**config.mk**
```make
export PLATFORM = sky130hd
export DESIGN_NAME = bin2bcd_seq
export DESIGN_NICKNAME = d
export VERILOG_FILES = /design/src/rtl/bcd_pkg.sv /design/src/rtl/bin2bcd_seq_dabble.sv /design/src/rtl/bin2bcd_seq.sv
export SDC_FILE = /design/constraint.sdc
export NUM_CORES = 1
export LEC_CHECK = 0
export CAP_MARGIN = 20
export CORE_ASPECT_RATIO = 2
export CORE_MARGIN = 1.5
export CORE_UTILIZATION = 48
export DETAILED_ROUTE_END_ITERATION = 16
export PLACE_DENSITY = 0.77
export SLEW_MARGIN = 20
export SYNTH_ARGS = -nofsm -noshare
export SYNTH_HDL_FRONTEND = slang
export SYNTH_SLANG_ARGS = --single-unit
```
**constraint.sdc**
```tcl
create_clock -name clk -period 1.45 [get_ports clk]
set_input_delay 0.3625 -clock clk [delete_from_list [all_inputs] [get_ports clk]]
set_output_delay 0.3625 -clock clk [all_outputs]
set_load 0.02 [all_outputs]
```
**src/rtl/bcd_pkg.sv**
```systemverilog
// Shared definitions for the sequential binary-to-BCD converter.
package bcd_pkg;

    localparam int DIGIT_W = 4;

    typedef enum logic [1:0] {
        IDLE = 2'd0,
        OP   = 2'd1,
        DONE = 2'd2
    } state_t;

    // Counter width able to hold the value w (bit count of a conversion).
    function automatic int cnt_width(input int w);
        return $clog2(w + 1);
    endfunction

endpackage

```
**src/rtl/bin2bcd_seq_dabble.sv**
```systemverilog
// Dabble add-3 cell: one BCD digit, corrected before each left shift.
module bin2bcd_seq_dabble
    import bcd_pkg::*;
(
    input  logic [DIGIT_W-1:0] din,
    output logic [DIGIT_W-1:0] dout
);

    // Digits 5..9 get +3 so the following doubling carries into the next digit.
    always_comb begin
        dout = (din >= DIGIT_W'(5)) ? din + DIGIT_W'(3) : din;
    end

endmodule

```
**src/rtl/bin2bcd_seq.sv**
```systemverilog
// Sequential double-dabble binary-to-BCD converter.
// One W-bit value per request; result after W shift cycles plus one DONE cycle.
// Optional macro BIN2BCD_BLANK_EN enables the registered leading-zero mask on
// blank; without it blank is tied to zero.
module bin2bcd_seq
    import bcd_pkg::*;
#(
    parameter int W      = 10,
    parameter int DIGITS = 4
) (
    input  logic                      clk,
    input  logic                      reset,
    input  logic                      start,
    input  logic [W-1:0]              bin,
    output logic                      ready,
    output logic                      done_tick,
    output logic [DIGIT_W*DIGITS-1:0] bcd,
    output logic [DIGITS-1:0]         blank
);

    localparam int CNT_W = cnt_width(W);
    localparam int BCD_W = DIGIT_W * DIGITS;

    state_t           state;
    logic [W-1:0]     shreg;
    logic [BCD_W-1:0] work_bcd;
    logic [CNT_W-1:0] cnt;

    logic [BCD_W-1:0] adj_bcd;
    logic [BCD_W-1:0] next_bcd;
    logic [W-1:0]     next_shreg;

    for (genvar k = 0; k < DIGITS; k++) begin : g_dabble
        bin2bcd_seq_dabble u_dabble (
            .din  (work_bcd[k*DIGIT_W +: DIGIT_W]),
            .dout (adj_bcd[k*DIGIT_W +: DIGIT_W])
        );
    end

    // Corrected digits and shift register move left together by one bit.
    always_comb begin
        {next_bcd, next_shreg} = {adj_bcd, shreg} << 1;
    end

    // Control FSM with registered ready/done_tick and the result register.
    always_ff @(posedge clk) begin
        if (reset) begin
            state     <= IDLE;
            ready     <= 1'b1;
            done_tick <= 1'b0;
            bcd       <= '0;
            shreg     <= '0;
            work_bcd  <= '0;
            cnt       <= '0;
        end else begin
            case (state)
                IDLE: begin
                    done_tick <= 1'b0;
                    if (start) begin
                        shreg    <= bin;
                        work_bcd <= '0;
                        cnt      <= CNT_W'(W);
                        ready    <= 1'b0;
                        state    <= OP;
                    end
                end
                OP: begin
                    work_bcd <= next_bcd;
                    shreg    <= next_shreg;
                    cnt      <= cnt - CNT_W'(1);
                    // Final shift: publish the shifted value directly so bcd
                    // is valid in the same cycle done_tick is high.
                    if (cnt == CNT_W'(1)) begin
                        bcd       <= next_bcd;
                        done_tick <= 1'b1;
                        state     <= DONE;
                    end
                end
                DONE: begin
                    done_tick <= 1'b0;
                    ready     <= 1'b1;
                    state     <= IDLE;
                end
                default: begin
                    done_tick <= 1'b0;
                    ready     <= 1'b1;
                    state     <= IDLE;
                end
            endcase
        end
    end

`ifdef BIN2BCD_BLANK_EN
    logic [DIGITS-1:0] next_blank;
    logic              zero_above;

    // Digit k is blanked when it and every more-significant digit are zero.
    always_comb begin
        next_blank = '0;
        zero_above = 1'b1;
        for (int unsigned k = DIGITS - 1; k >= 1; k--) begin
            zero_above    = zero_above && (next_bcd[k*DIGIT_W +: DIGIT_W] == '0);
            next_blank[k] = zero_above;
        end
    end

    // Mask is captured on the same edge as bcd.
    always_ff @(posedge clk) begin
        if (reset) begin
            blank <= '0;
        end else if (state == OP && cnt == CNT_W'(1)) begin
            blank <= next_blank;
        end
    end
`else
    // Feature disabled: no mask logic.
    always_comb begin
        blank = '0;
    end
`endif

    // Dabble inputs must stay within 0..9 while shifting.
    always_ff @(posedge clk) begin
        if (!reset && state == OP) begin
            for (int unsigned k = 0; k < DIGITS; k++) begin
                assert (work_bcd[k*DIGIT_W +: DIGIT_W] <= DIGIT_W'(9));
            end
        end
    end

endmodule
```
==> impl_metrics.tcl <==
set metrics [dict create \
    synth_cells 240 \
    cap_violations 0 \
    synth-warning-count 0 \
    postRouteAntennaNets 0 \
    clockRootBuffer "clkbuf_8" \
    ys_seq_area_frac 0.4343 \
    cts.clk_slew.worst_paths_ns 0.09 \
    place_congestion 0.7984 \
    netlist_area_sq_um 2305 \
    seqPwrFrac 0.543 \
    grt_antenna_before_repair 0 \
    rsz0062_at_grt "true" \
    grt_util_all_layers 0.2304 \
    numCtsBuffers 5 \
    cts_tree "built" \
    finalCriticalPeriod_ns 1.479 \
    gr-total-overflow 0 \
    combPwrFrac 0.156 \
    clkLatencyLatePin_ns 0.31 \
    peakVddDrop_uv 839.3 \
    grt_pass1_wl_um 9170 \
    drive_gt1_frac 0.3899 \
    placement_rows 35 \
    p_sw_uw 680.6 \
    async_flop_share 0 \
    place_ws_ns -0.1773 \
    hp-class "flop to flop" \
    vias_per_cell 5.649 \
    finalSetupViolCount 7 \
    failed_checks "setup timing" \
    postSynthAreaPerCell_sq_um 9.603 \
    slew_viol_final 0 \
    grt_max_degree 14 \
    leakagePower_uw 0.001368 \
    power.internal_uw 2007 \
    r2r_cells 7 \
    drtPass1Iterations 5 \
    areaGrowthSynthToFinish_pct 44.19 \
    first_global_vias 2101 \
    worst-endpoint-required_ns 1.66 \
    fin_setup_tns_ns -0.07315 \
    cts_buffer_depth 2 \
    cp_max_fo 6 \
    fin_crit_sh 1.020 \
    cts.sinks 50 \
    power.density_nw_per_um2 808.7 \
    critical_path_class "flop to flop" \
    diodes 0 \
    ios 35 \
    dieArea_sq_um 5251 \
    drc 0 \
    clock_skew_ns 0.008119 \
    first_iter_violations 58 \
    status "finished, violations left" \
    finalHoldViolations 0 \
    start_util 0.5012 \
    nNetsFinal 342 \
    wire_per_inst_um 15.83 \
    ys.flop_type "dfxtp_1" \
    htree_levels 2 \
    ys_ff_latch 50 \
    port-buffer-count 30 \
    routed_wl_um 5903 \
    vias 2107 \
    holdPathStages 2 \
    synth_edf_count 0 \
    yosysUniqueCellTypes 42 \
    crit_arrival_ns 1.69 \
    fmax_mhz 676.1 \
    layout_setup_ws_ns -0.02906 \
    die_x_um 52.00 \
    end_kind "flop" \
    fin_total_pwr_uw 2687 \
    die_h_um 101.0 \
    dp_hpwl_um 3862 \
    switching_share 0.2532 \
    worstSetupStartpointType "flop" \
    core_area_sq_um 4598 \
    clock_power_share 0.301 \
]
[per-layer routing]
layer	GRT usage	routed length (um)	up-vias
li1	-	-	1017
met1	0.2225	2096	999
met2	0.4499	3443	72
met3	0.04303	199	19
met4	0.08907	164	0
met5	0	0	-
[flip-flops by register name, summed over array words and instances (netlist names)]
name and cells:
state 2, ready 1, cnt 4, work_bcd 16, done_tick 1, shreg 10, bcd 16
[final cells by class]
| cell class | instances | area [sq um] |
|---|---|---|
| Sequential cell | 50 | 1010 |
| Inverter | 14 | 55.05 |
| Fill cell | 334 | 1275 |
| Timing Repair Buffer | 82 | 749.5 |
| Tap cell | 55 | 68.82 |
| Multi-Input combinational cell | 166 | 1358 |
| Clock buffer | 6 | 82.58 |
[through the flow]
stage          utilization  cells  hold slack [ns]  cell area (sq um)
2_1_floorplan            -    243           0.4250               2317
3_3_place_gp        0.6321    352           0.4301               2907
3_5_place_dp        0.6321    352           0.4394               2907
4_1_cts             0.7001    372           0.4502               3219
5_1_grt             0.7227    373           0.4739               3323
6_report            0.7227    373           0.4478               3323
[logic make-up after synthesis]
group                    synth area share
AO/OA/AOI/OAI                      0.2465
AND/OR/NAND/NOR                    0.1536
flip-flops                         0.4343
buffers and inverters             0.06731
adder cells (fa/ha/maj)           0.05429
multiplexers                      0.02714
XOR/XNOR                          0.01520
other                            0.001627
[path summary, 6_finish.rpt]
| path | from | endpoint | slack [ns] |
|---|---|---|---|
| worst max-delay path | cnt[1] | bcd[10] | -0.03 |
| worst min-delay path | done_tick | done_tick | 0.45 |
| worst max register to register | cnt[1] | bcd[10] | -0.03 |
| worst min register to register | done_tick | done_tick | 0.45 |
[placed cells by master (no fill, tap or decap), types with 3 or more instances in the layout]
cell             instances
a32o_1                   3
buf_12                   5
a211oi_2                 7
a21oi_4                  3
nor3b_1                  8
o21ai_0                  8
nor2_2                   7
a22o_1                   6
nor2_1                  16
o32ai_1                  3
a2bb2oi_1                3
o221a_2                  3
buf_4                   42
nand2b_4                 3
a31o_2                   5
a211oi_1                 5
dfxtp_2                  7
dfxtp_1                 43
inv_2                    5
ha_1                     6
clkbuf_8                 6
nand2_1                 15
o21ai_1                  3
nor3b_2                  4
o22ai_1                  5
inv_1                    7
buf_6                    5
clkdlybuf4s50_1         12
dlygate4sd2_1           18
nand3_1                  4
o22ai_2                  3
conb_1                   4
a21oi_1                 11
[power by group through the flow]
| stage | logic (uW) | clock network (uW) | registers [uW] |
|---|---|---|---|
| CTS | 406 | 809 | 1460 |
| global placement | 367 | 0 | 1490 |
| finish | 420 | 808 | 1460 |
| floorplan | 209 | 0 | 1490 |
| detailed placement | 376 | 0 | 1490 |
| global route | 455 | 858 | 1460 |
[synth_stat cells, types with 2 or more instances]
cell type / instances / share of area
nand3_1: 4 / 0.0087
a21oi_1: 15 / 0.033
nand2b_1: 5 / 0.014
buf_2: 4 / 0.0087
a22oi_1: 2 / 0.0065
o21ai_0: 10 / 0.022
a2bb2oi_1: 3 / 0.011
mux2i_1: 4 / 0.017
nor3_1: 3 / 0.0065
o32ai_1: 3 / 0.011
a32o_1: 3 / 0.013
a211oi_1: 5 / 0.016
o221a_2: 3 / 0.015
nor2_1: 22 / 0.036
a211oi_2: 7 / 0.038
nor3b_1: 12 / 0.039
dfxtp_1: 50 / 0.43
buf_6: 2 / 0.0098
a22o_1: 6 / 0.023
clkbuf_1: 2 / 0.0033
xnor2_1: 4 / 0.015
o22ai_1: 8 / 0.022
inv_1: 12 / 0.020
mux2_2: 2 / 0.0098
a31o_2: 5 / 0.019
buf_4: 5 / 0.016
nand2_1: 15 / 0.024
ha_1: 10 / 0.054
[critical path: stages (launching register included)]
cell and delay [ns]:
dfxtp_2 0.34, inv_2 0.05, ha_4 0.14, nor4bb_4 0.15
buf_4 0.15, and2_4 0.19, buf_4 0.15, a31o_2 0.22
[what timing repair did]
action	CTS	global route
hold buffers	0	0
pin swaps	16	15
setup endpoints to repair	40	29
gates cloned	2	0
endpoints found under the hold margin	0	0
buffers inserted	12	2
gates resized for setup	47	29
No activity file was read; power rests on OpenSTA's default activity.
